### src/rtl/pcie_tx_source.sv
// pcie_tx_source
//   Transmit-side source feeding the interconnect's main FIFO. Host words are
//   accepted over a valid/ready handshake into a small circular queue and
//   pushed out one per cycle unless the main FIFO signals pause. Per-VC push
//   counters (saturating) are kept for status logic.
//
// Ports:
//   clk         - single clock, rising edge
//   reset_L     - asynchronous active-low reset
//   init        - synchronous flush (queue, counters, FSM)
//   src_valid   - host offers src_data
//   src_data    - host word: [5]=VC, [4]=destination, [3:0]=payload
//   src_ready   - queue can accept a word (!full && !init)
//   main_pause  - main FIFO almost_full; suppresses pushes
//   data_out    - registered word to interconnect data_in
//   push_out    - registered one-cycle push strobe per word
//   cnt_vc0     - saturating count of pushed VC0 words
//   cnt_vc1     - saturating count of pushed VC1 words
//   busy        - FSM is not IDLE
module pcie_tx_source #(
  parameter int WORD_SIZE = 6,
  parameter int DEPTH     = 4,
  parameter int PTR_L     = 2,
  parameter int CNT_W     = 8
) (
  input  logic                 clk,
  input  logic                 reset_L,
  input  logic                 init,
  input  logic                 src_valid,
  input  logic [WORD_SIZE-1:0] src_data,
  output logic                 src_ready,
  input  logic                 main_pause,
  output logic [WORD_SIZE-1:0] data_out,
  output logic                 push_out,
  output logic [CNT_W-1:0]     cnt_vc0,
  output logic [CNT_W-1:0]     cnt_vc1,
  output logic                 busy
);

  localparam int CW = PTR_L + 1;
  localparam logic [CW-1:0] FULL_CNT = CW'(DEPTH);

  typedef enum logic [1:0] {IDLE, SEND, HOLD} state_t;

  state_t               state, state_next;
  logic [WORD_SIZE-1:0] mem [DEPTH];
  logic [PTR_L-1:0]     wr_ptr, rd_ptr;
  logic [CW-1:0]        count, count_next;
  logic                 full, empty, wr_en, rd_en;
  logic [WORD_SIZE-1:0] head;

  assign full      = (count == FULL_CNT);
  assign empty     = (count == '0);
  assign src_ready = !full && !init;
  assign wr_en     = src_valid && src_ready;
  // The push decision uses the occupancy before this edge's write, so a word
  // written now only becomes pushable at the following edge.
  assign rd_en     = !empty && !main_pause && !init;
  assign head      = mem[rd_ptr];
  assign busy      = (state != IDLE);

  // Occupancy after this edge, used to pick the next FSM state.
  always_comb begin
    count_next = count;
    case ({wr_en, rd_en})
      2'b10:   count_next = count + 1'b1;
      2'b01:   count_next = count - 1'b1;
      default: count_next = count;
    endcase
  end

  // State register.
  always_ff @(posedge clk or negedge reset_L) begin
    if (!reset_L) state <= IDLE;
    else          state <= state_next;
  end

  // Next state follows next-cycle occupancy and the current pause level.
  always_comb begin
    state_next = state;
    if (init)                   state_next = IDLE;
    else if (count_next == '0)  state_next = IDLE;
    else if (main_pause)        state_next = HOLD;
    else                        state_next = SEND;
  end

  // Queue storage; contents need no reset since pointers/count gate them.
  always_ff @(posedge clk) begin
    if (wr_en) mem[wr_ptr] <= src_data;
  end

  // Queue pointers and occupancy.
  always_ff @(posedge clk or negedge reset_L) begin
    if (!reset_L) begin
      wr_ptr <= '0;
      rd_ptr <= '0;
      count  <= '0;
    end else if (init) begin
      wr_ptr <= '0;
      rd_ptr <= '0;
      count  <= '0;
    end else begin
      if (wr_en) wr_ptr <= wr_ptr + 1'b1;
      if (rd_en) rd_ptr <= rd_ptr + 1'b1;
      count <= count_next;
    end
  end

  // Registered push interface; data_out holds its value between pushes.
  always_ff @(posedge clk or negedge reset_L) begin
    if (!reset_L) begin
      data_out <= '0;
      push_out <= 1'b0;
    end else if (init) begin
      data_out <= '0;
      push_out <= 1'b0;
    end else begin
      push_out <= rd_en;
      if (rd_en) data_out <= head;
    end
  end

  // Per-VC saturating push counters keyed on the VC bit of the pushed word.
  always_ff @(posedge clk or negedge reset_L) begin
    if (!reset_L) begin
      cnt_vc0 <= '0;
      cnt_vc1 <= '0;
    end else if (init) begin
      cnt_vc0 <= '0;
      cnt_vc1 <= '0;
    end else if (rd_en) begin
      if (head[WORD_SIZE-1]) begin
        if (cnt_vc1 != '1) cnt_vc1 <= cnt_vc1 + 1'b1;
      end else begin
        if (cnt_vc0 != '1) cnt_vc0 <= cnt_vc0 + 1'b1;
      end
    end
  end

endmodule

### config.mk
export PLATFORM = sky130hd
export DESIGN_NAME = pcie_tx_source
export DESIGN_NICKNAME = d
export VERILOG_FILES = /design/src/rtl/pcie_tx_source.sv
export SDC_FILE = /design/constraint.sdc
export NUM_CORES = 1
export LEC_CHECK = 0
export CORE_MARGIN = 10
export CORE_UTILIZATION = 23
export DETAILED_ROUTE_END_ITERATION = 7
export PLACE_DENSITY = 0.45
export SLEW_MARGIN = 20
export SYNTH_ARGS = -nofsm -noshare
export SYNTH_HDL_FRONTEND = slang
export SYNTH_SLANG_ARGS = --single-unit
### constraint.sdc
create_clock -name clk -period 3.05 [get_ports clk]
set_clock_uncertainty 0.1 [all_clocks]
set_input_delay 0.305 -clock clk [delete_from_list [all_inputs] [get_ports clk]]
set_output_delay 0.305 -clock clk [all_outputs]
set_load 0.02 [all_outputs]
==> reports/results.txt <==
The flow ran to the end, and the final reports show no timing, DRC or antenna violations. A synthesized cell averages 12.54 um2. Among all flip-flop cells after synthesis, the most frequent one is sky130_fd_sc_hd__dfrtp_1. The final critical-path required period was 2.650 ns.

The first global-routing pass estimated 9.411 mm of wire. Setup violations remaining at the end of the flow were counted as 0. Post-CTS timing repair inserted 0 buffers for setup. Of the available clock period, the critical path in the final layout requires 86.90%. In this run the number of H-tree levels came out at 2. For the pin with the worst max-slew slack, the measured transition is 0.5924 ns. Once placement completed, the tool counted placed cells totaling 384. Synthesis instantiated 42 different standard cells from the library.

The setup TNS is 0 ns. The path type of the worst setup path is register to register. Leaving out fill and tap cells, the most frequent cell in the layout is sky130_fd_sc_hd__clkdlybuf4s50_1. At the worst endpoint, the arrival time is 2.75 ns. Counting flops with an async set or reset pin after synthesis yields a share of 57.14%. After synthesis, the largest area contributor takes up 30.26% of total cell area. For this run, design rule violations remaining after detail routing come to 0. The overall track demand over capacity in global routing was 7.124%. Measured on the finished design, the core utilization comes to 28.97%.

The power density relative to cell area is 522.2 nW/um2. The tightest slew margin relative to the limit was 60.36%; the floorplan die area was 16200 um2. Max-cap violations in this run came to 0. The floorplan has 39 rows.

Ranked by total cell area, the synthesized netlist is headed by sky130_fd_sc_hd__dfrtp_1 (30%), sky130_fd_sc_hd__edfxtp_1 (27%), sky130_fd_sc_hd__mux4_1 (5.0%), sky130_fd_sc_hd__a21oi_1 (3.8%), sky130_fd_sc_hd__ha_1 (3.3%). STA classifies the critical path startpoint as a register. Yosys printed 0 warnings. The slowest library cell on the worst path is sky130_fd_sc_hd__dfrtp_1.

From left edge to right edge, the die measures 127.3 um. During placement, the flow inserted port buffers numbering 35. The tools report the detailed-routing iteration count for the pre-antenna-repair pass as 4. Vertical extent of the die: 127.3 um. The repair_antennas step left the layout with diodes totalling 0.

Class of the tightest hold or removal check: input pin to asynchronous set/reset pin. Dividing the detail-routed wire length by the instance count gives 14.59 um. The synthesized netlist occupies a cell area of 2646 um2. The clock-pin transition on the worst setup and hold timing paths was 0.08 ns. Traced cell by cell, the critical path runs through or3_1 > nand2_1 > nor2_1 > ha_1 > fa_1 > xnor2_1 > or3_1 > a311oi_1. VDD sags by at most 254.6 uV.

The proportion of layout cells with a drive suffix above 1 came out at 8.032%. Data on the critical path is required at its endpoint by 3.15 ns. Static timing analysis puts the maximum clock frequency at 377.3 MHz.

The number of enable-type register cells in the synthesized netlist is 24. The run gives 0.40 ns as the register-to-register setup slack. Compared with the post-synthesis result, the final layout area differs by 23.92%.

The final max-slew violation count is 0. Synthesis inferred 56 register bits. The detailed router finished its first iteration with 105 violations. Hold is met by 0.3159 ns.

The maximum single-stage delay on the critical path came out at 0.47 ns. The longest clock path from root to sink contains 2 buffers. The tools report the number of buffers added to fix hold violations after cts as 0. Pin placement for this block handled 36 I/O pins. The tools report the routability-driven placement congestion ratio as 0.7093. Setup repair after global routing left no endpoint under its margin. The cell type with the highest aggregate area in the netlist is sky130_fd_sc_hd__dfrtp_1.

By instance count, the cell type seen most on the critical path is sky130_fd_sc_hd__or3_1. Once the floorplan was initialized, standard cells occupied 23.38% of the core. The count of nets left with antenna violations once routing finished came out at 0. The tools report the initial antenna violation count as 0.

TritonCTS built the clock tree. For the portion of the post-synthesis area used by sequential elements, the log shows 57.49%. The number of gates resized after CTS was 0. The logs give 1744 for the detailed-route via count and 392 for the number of standard cells in the layout, taps in and fillers out.

For the clock sink count, the log shows 56. Counting every net in the synthesized netlist gives 230. The tools report the clock latency of the later-clocked register in the worst-skew pair as 0.29 ns. Leaving out fill and tap cells, the most frequent cells in the layout are sky130_fd_sc_hd__clkdlybuf4s50_1 (35), sky130_fd_sc_hd__dfrtp_1 (32), sky130_fd_sc_hd__edfxtp_1 (24), sky130_fd_sc_hd__a21oi_1 (20), sky130_fd_sc_hd__nand2_1 (17). For this design the static power due to leakage is 1.219 nW. The average via count per standard cell came out at 4.449.

The total overflow reported by the global router was 0; the number of global-route vias before repair was 1763. Counting the buffers created by CTS gives 5. The run gives 267 as the post-layout net count.

The endpoint kind of the worst setup timing path was a register. Summed over all layers, the routed wires come to 5.721 mm. The region available for standard cell placement spans 11320 um2.

Fill cells in the final layout number 1172. The count of mapped cells out of synthesis came out at 211. After legalization and detailed placement, the total HPWL measured 3.995 mm.

Hold violation count in the final report: 0. The tools report the cell at the root of the clock tree as sky130_fd_sc_hd__clkbuf_16. Along the worst path, the maximum fanout reaches 6. The maximum number of pins on one net before global-route repair is 35.
[kinds of logic after synthesis]
family                   count (synthesis)  synth area share [%]
XOR/XNOR                                 4                 1.324
flip-flops                              56                 57.49
AO/OA/AOI/OAI                           39                 8.653
AND/OR/NAND/NOR                         77                 16.50
buffers and inverters                   16                 4.161
multiplexers                            11                 7.801
adder cells (fa/ha/maj)                  8                 4.066
[final cells by class]
type	count	area (um2)	area share [%]
timing repair buffer	40	387.9	11.83
clock inverter	3	28.78	0.8775
multi-input combinational	139	1015	30.94
inverter	6	22.52	0.6868
tap	143	178.9	5.456
clock buffer	5	125.1	3.815
sequential	56	1521	46.39
[routing by layer]
layer	vias to the layer above	wire length [um]	track usage [%]
li1	869	-	-
met1	850	2704	8.816
met4	0	44	1.808
met2	20	2690	11.45
met5	-	0	0
met3	5	281	2.605
[report_power, final]
| part | total [mW] | switching (mW) | internal [mW] |
|---|---|---|---|
| sequential | 0.854 | 0.0285 | 0.826 |
| combinational | 0.250 | 0.138 | 0.112 |
| clock | 0.608 | 0.291 | 0.317 |
| total | 1.71 | 0.457 | 1.26 |
[sequential cells by signal, indices dropped and copies added, names as in the netlist]
| signal | flops |
|---|---|
| cnt_vc0 | 8 |
| cnt_vc1 | 8 |
| count | 3 |
| data_out | 6 |
| mem | 24 |
| push_out | 1 |
| rd_ptr | 2 |
| state | 2 |
| wr_ptr | 2 |
[through the flow]
step           setup slack, ns  area [um2]  total power, mW
2_1_floorplan           0.2532        2646            1.023
3_3_place_gp            0.2891        3126            1.125
3_5_place_dp            0.2193        3126            1.127
4_1_cts                 0.3838        3279            1.745
5_1_grt                 0.1935        3279            1.805
6_report                0.3996        3279            1.713
[worst max-delay path: cells and delay by family, from the launching register on]
kind | cells | cell delay [ns]
simple gates | 4 | 0.97
fa+ha+maj | 2 | 0.61
flops | 1 | 0.47
compound gates | 1 | 0.26
xor+xnor | 1 | 0.14
[synth_stat cells, types with 2 or more instances]
| cell | n |
|---|---|
| sky130_fd_sc_hd__and3_1 | 6 |
| sky130_fd_sc_hd__or4_1 | 8 |
| sky130_fd_sc_hd__inv_1 | 6 |
| sky130_fd_sc_hd__nand3b_1 | 2 |
| sky130_fd_sc_hd__and2_1 | 2 |
| sky130_fd_sc_hd__mux2i_1 | 3 |
| sky130_fd_sc_hd__edfxtp_1 | 24 |
| sky130_fd_sc_hd__o31ai_1 | 8 |
| sky130_fd_sc_hd__nand2_1 | 17 |
| sky130_fd_sc_hd__mux4_1 | 5 |
| sky130_fd_sc_hd__dfrtp_1 | 32 |
| sky130_fd_sc_hd__nor2_1 | 13 |
| sky130_fd_sc_hd__a21oi_1 | 20 |
| sky130_fd_sc_hd__xnor2_1 | 2 |
| sky130_fd_sc_hd__xor2_1 | 2 |
| sky130_fd_sc_hd__nor3_1 | 2 |
| sky130_fd_sc_hd__nand2b_1 | 3 |
| sky130_fd_sc_hd__nand3_1 | 8 |
| sky130_fd_sc_hd__o21ai_0 | 6 |
| sky130_fd_sc_hd__buf_6 | 2 |
| sky130_fd_sc_hd__a311oi_1 | 2 |
| sky130_fd_sc_hd__ha_1 | 7 |
| sky130_fd_sc_hd__or3_1 | 5 |
| sky130_fd_sc_hd__nand4_1 | 3 |
| sky130_fd_sc_hd__clkbuf_8 | 3 |
| sky130_fd_sc_hd__clkbuf_1 | 4 |
[final timing paths]
path	to	from	cells past startpoint
max in group asynchronous	data_out[4]	reset_L	2
max reg2reg	state[1]	count[0]	8
max	state[1]	count[0]	8
min in group clk	data_out[1]	data_out[1]	2
min	cnt_vc1[7]	reset_L	2
min reg2reg	data_out[1]	data_out[1]	2
No activity file was read; power rests on OpenSTA's default activity.
